[config.mk]
export PLATFORM = sky130hd
export DESIGN_NAME = pc_sequencer
export DESIGN_NICKNAME = d
export VERILOG_FILES = /design/src/rtl/pc_sequencer.sv
export SDC_FILE = /design/constraint.sdc
export NUM_CORES = 1
export LEC_CHECK = 0
export CAP_MARGIN = 20
export CELL_PAD_IN_SITES_DETAIL_PLACEMENT = 1
export CELL_PAD_IN_SITES_GLOBAL_PLACEMENT = 2
export CORE_UTILIZATION = 22
export CTS_CLUSTER_SIZE = 24
export DETAILED_ROUTE_END_ITERATION = 7
export HOLD_SLACK_MARGIN = 0.15
export PLACE_DENSITY_LB_ADDON = 0.1
export SETUP_SLACK_MARGIN = 0.02
export SLEW_MARGIN = 15
export SYNTH_ARGS = -nofsm -noshare
export SYNTH_HDL_FRONTEND = slang
export SYNTH_SLANG_ARGS = --single-unit
[constraint.sdc]
create_clock -name clock -period 3.8 [get_ports clock]
set_input_delay 1.14 -clock clock [delete_from_list [all_inputs] [get_ports clock]]
set_output_delay 1.14 -clock clock [all_outputs]
set_load 0.01 [all_outputs]
[src/rtl/pc_sequencer.sv]
// Next-PC controller for the 16-bit MIPS fetch stage: selects the PC load value and
// tracks interrupt enable, the saved return address and a RUN/HALT machine.
module pc_sequencer #(
    parameter logic [15:0] RESET_VECTOR = 16'h0000,
    parameter logic [15:0] IRQ_VECTOR   = 16'h0040,
    parameter logic [15:0] PC_STEP      = 16'd1
) (
    input  logic        clock,
    input  logic        reset,
    input  logic [15:0] pc_in,
    output logic [15:0] next_pc,
    input  logic        stall,
    input  logic        branch_taken,
    input  logic [15:0] branch_target,
    input  logic        jump,
    input  logic [15:0] jump_target,
    input  logic        irq_req,
    output logic        irq_ack,
    input  logic        eret,
    input  logic        halt,
    output logic        halted,
    output logic        flush,
    output logic [15:0] epc
);

    localparam int unsigned PC_W = 16;

    typedef enum logic {
        RUN  = 1'b0,
        HALT = 1'b1
    } state_t;

    state_t            state;
    state_t            state_nx;
    logic              ie;
    logic              ie_nx;
    logic [PC_W-1:0]   epc_nx;
    logic [PC_W-1:0]   seq;
    logic [PC_W-1:0]   tgt;

    // State register; reset wins over any pending decision.
    always_ff @(posedge clock) begin
        if (!reset) begin
            state <= RUN;
            ie    <= 1'b1;
            epc   <= PC_W'(0);
        end else begin
            state <= state_nx;
            ie    <= ie_nx;
            epc   <= epc_nx;
        end
    end

    // Next-PC selection and register updates.
    always_comb begin
        seq      = PC_W'(pc_in + PC_STEP);
        tgt      = jump ? jump_target : (branch_taken ? branch_target : seq);
        state_nx = state;
        ie_nx    = ie;
        epc_nx   = epc;
        next_pc  = pc_in;
        irq_ack  = 1'b0;
        flush    = 1'b0;
        halted   = 1'b0;

        if (!reset) begin
            next_pc = RESET_VECTOR;
        end else begin
            case (state)
                RUN: begin
                    if (stall) begin
                        next_pc = pc_in;
                    end else if (irq_req && ie) begin
                        next_pc = IRQ_VECTOR;
                        irq_ack = 1'b1;
                        flush   = 1'b1;
                        epc_nx  = tgt;
                        ie_nx   = 1'b0;
                    end else if (eret) begin
                        next_pc = epc;
                        ie_nx   = 1'b1;
                        flush   = 1'b1;
                    end else if (halt) begin
                        next_pc  = pc_in;
                        state_nx = HALT;
                    end else if (jump || branch_taken) begin
                        next_pc = tgt;
                        flush   = 1'b1;
                    end else begin
                        next_pc = seq;
                    end
                end
                HALT: begin
                    halted = 1'b1;
                    // Only an enabled interrupt wakes the core; everything else is ignored.
                    if (irq_req && ie) begin
                        next_pc  = IRQ_VECTOR;
                        irq_ack  = 1'b1;
                        flush    = 1'b1;
                        epc_nx   = seq;
                        ie_nx    = 1'b0;
                        state_nx = RUN;
                    end
                end
                default: state_nx = RUN;
            endcase
        end
    end

endmodule
==> results.py <==
metrics = {
    "clock_network": {
        "cts_buffer_depth": 2,
        "cts_tree": "done",
        "clkSinkCount": 18,
        "htreeDepth": 1,
        "clkTransAtPathRegs_ns": 0.10,
        "cts_buffers": 3,
        "cts-root-buf": "clkbuf_8",
        "clk-insertion-delay-late_ns": 0.28,
        "cts_hold_buf": 0,
    },
    "yosys": {
        "seq_area_frac_synth_pct": 17.26,
        "syn_inst": 300,
        "synthesis.area_um2": 2088,
        "syn-num-nets": 357,
        "async_reset_ff_share_pct": 0,
        "synthDistinctLibCells": 62,
        "synth-edff-count": 0,
        "ys_warn_count": 0,
        "avgSynthCellArea_um2": 6.961,
        "synth-seq-cells": 18,
        "synth_ff_type": "dfxtp_1",
    },
    "setup_path": {
        "reg2reg_to": "epc[15]",
        "cp-end-kind": "output pin",
        "timing.rr.start": "state",
        "max_stage_delay_ns": 0.26,
        "worst-r2r-setup-slack_ns": 1.59,
        "crit_fanout": 5,
        "timing_worst_setup_path_type": "in -> out",
        "critical_path.slowest_cell": "clkdlybuf4s15_2",
        "start_kind": "input pin",
        "critical_path_required_ns": 2.66,
        "reg2regPathDepth": 5,
        "crit_chain": "clkdlybuf4s15_2 -> nand2b_4 -> buf_4 -> buf_4 -> o22ai_2 -> a2111oi_2 -> buf_4 -> a21oi_2 -> o221ai_1 -> buf_2",
        "critPathArrivalTime_ns": 2.61,
        "cpMostUsedCell": "buf_4",
    },
    "placement": {
        "pre_cts_slack_ns": -0.8083,
        "gp_congestion": 0.8498,
        "portBuffers": 90,
        "hpwlAfterDp_mm": 8.899,
        "placed_cells": 565,
    },
    "pwr": {
        "switching_share_pct": 38.46,
        "ir_worst_vdd_mv": 0.1133,
        "p_leak_nw": 1.750,
        "p_clk_share_pct": 20.9,
        "internal_power_w": 0.0004868,
        "p_sw_w": 0.0003042,
        "power.density_nw_per_um2": 193.2,
        "combinationalPowerShare_pct": 51.8,
        "pwr-share-seq_pct": 27.3,
        "finalPower_w": 0.0007911,
    },
    "global_route": {
        "grt_pass1_vias": 3421,
        "grt_max_degree": 17,
        "grt_pass1_wl_mm": 18.45,
        "globalRouteTotalUtil_pct": 24.21,
        "grt_overflow": 0,
        "grt_antenna_before_repair": 0,
    },
    "finish": {
        "drive_gt1_share_pct": 39.92,
        "fillers": 1149,
        "final_core_util_pct": 44.53,
        "mostFrequentLayoutCells": "buf_4 (93), clkdlybuf4s50_1 (50), a21oi_1 (23), nand2_1 (22), dfxtp_1 (18)",
        "instances_no_fill": 582,
        "diodes": 0,
        "final_common_cell": "buf_4",
        "fin_nets": 530,
        "area_growth_pct": 96.11,
    },
    "route": {
        "post-route-drc-count": 0,
        "vias_per_cell": 5.455,
        "dr.pass1.iters": 4,
        "ant_nets": 0,
        "routedWlPerCell_um": 20.05,
        "num_vias": 3175,
        "drt_wl_total_mm": 11.67,
        "drt-initial-drc-count": 150,
    },
    "timing": {
        "finClkSkew_ns": 0.009140,
        "min_period_ns": 3.750,
        "final.period_utilization_pct": 98.68,
        "rsz0062_at_grt": "yes",
        "worst_pin_slew_ns": 0.5613,
        "clock.fmax_ghz": 0.2667,
        "finalSetupViolations": 0,
        "layout_setup_ws_ns": 0.05030,
        "whs_ns": 0.4747,
        "finalHoldViolCount": 0,
        "slew_headroom_pct": 62.44,
        "maxSlewViolCount": 0,
    },
    "floorplan": {
        "core-area_um2": 9196,
        "start_util_pct": 22.71,
        "rows": 35,
        "ios": 91,
        "die_h_um": 99.43,
        "die_w_um": 99.43,
        "die-area_um2": 9885,
    },
    "min_path": {
        "hp-start": "epc[8]",
        "hold-path-endpoint": "epc[8]",
        "whs_path_depth": 2,
        "holdCritPathClass": "reg -> reg",
    },
    "outcome": {
        "status": "completed",
    },
    "run": {
        "maxCapViolCount": 0,
    },
}
[metrics by stage]
| step | area, um2 | setup TNS (ns) |
|---|---|---|
| after floorplan | 2088 | 0 |
| after global placement | 3717 | -11.39 |
| after detailed placement | 3717 | -11.32 |
| after CTS | 4030 | 0 |
| after global routing | 4095 | -0.0008920 |
| final | 4095 | 0 |
[worst max-delay path, delay by kind of cell]
kind,cells,cell delay (ns)
simple gates,1,0.11
buf+inv,5,0.82
compound gates,4,0.53
[logic make-up (layout without fill, tap and decap cells)]
group | Yosys count | in the layout | synth area share, %
and+or+nand+nor | 96 | 96 | 24.51
xor gates and xnor gates | 13 | 13 | 5.452
buffers and inverters | 38 | 209 | 7.670
AOI/OAI and AO/OA | 133 | 133 | 44.04
DFF | 18 | 18 | 17.26
muxes | 1 | 1 | 0.4793
adders and majority gates | 1 | 1 | 0.5991
[per-layer routing]
metal  GRT usage, %  part of all wire (%)  vias to the layer above
li1               -                     -                     1497
met2          43.38                    50                       92
met3          2.108                   4.1                       12
met1          31.10                    44                     1574
met4          6.222                   1.8                        0
met5              0                     0                        -
[worst max-delay path by stage]
| stage | startpoint | depth (start not counted) | slack, ns | to |
|---|---|---|---|---|
| floorplan | pc_in[3] | 6 | 0.25 | next_pc[13] |
| global placement | pc_in[0] | 8 | -0.80 | next_pc[13] |
| detailed placement | pc_in[0] | 8 | -0.81 | next_pc[13] |
| CTS | irq_req | 7 | 0.01 | next_pc[10] |
| global route | pc_in[7] | 6 | -0.0009 | next_pc[12] |
| finish | branch_taken | 10 | 0.05 | next_pc[12] |
[cell usage after synthesis (3+ instances only)]
master    number  share of area [%]
a21oi_1       30                7.2
nor2_1        22                4.0
o21ai_1        3               0.72
xnor2_1       11                4.6
o22ai_1       10                3.0
nand2_1       25                4.5
o31ai_1        4                1.4
and2_1         6                1.8
a221oi_1       7                2.9
nor3_1         4               0.96
and3_1         6                1.8
clkbuf_1      13                2.3
o21ai_0       18                4.3
a221o_1        3                1.4
dfxtp_1       18                 17
o22a_1         4                1.7
buf_2         10                2.4
inv_1         10                1.8
nand4_1        5                1.5
a31oi_1        6                1.8
o211a_1        3                1.4
a21o_1         8                2.9
o221ai_1       9                3.8
a22oi_1        5                1.8
nand3_1        9                2.2
nor2b_1        4                1.2
[flip-flops by register name, summed over array words and instances (netlist names)]
register  flops
epc          16
ie            1
state         1
[what timing repair did]
action,CTS,global route
pin swaps,18,21
gates cloned,1,0
buffers inserted,9,4
setup endpoints to repair,19,16
gates resized for setup,146,38
[power by group through the flow]
stage               clock network (W)  logic (W)  registers, W
global placement                    0   0.000376      0.000219
CTS                          0.000165   0.000399      0.000216
finish                       0.000165   0.000410      0.000216
detailed placement                  0   0.000379      0.000220
floorplan                           0   0.000144      0.000222
global route                 0.000169   0.000439      0.000218
[final cells by class]
| class | instances | area, um2 | area share (%) |
|---|---|---|---|
| Clock buffer | 3 | 41.29 | 1.008 |
| Inverter | 11 | 45.04 | 1.100 |
| Multi-Input combinational cell | 244 | 1812 | 44.24 |
| Sequential cell | 18 | 360.3 | 8.799 |
| Tap cell | 111 | 138.9 | 3.391 |
| Timing Repair Buffer | 195 | 1698 | 41.46 |
Note: power is estimated with default switching activity, not from simulation.
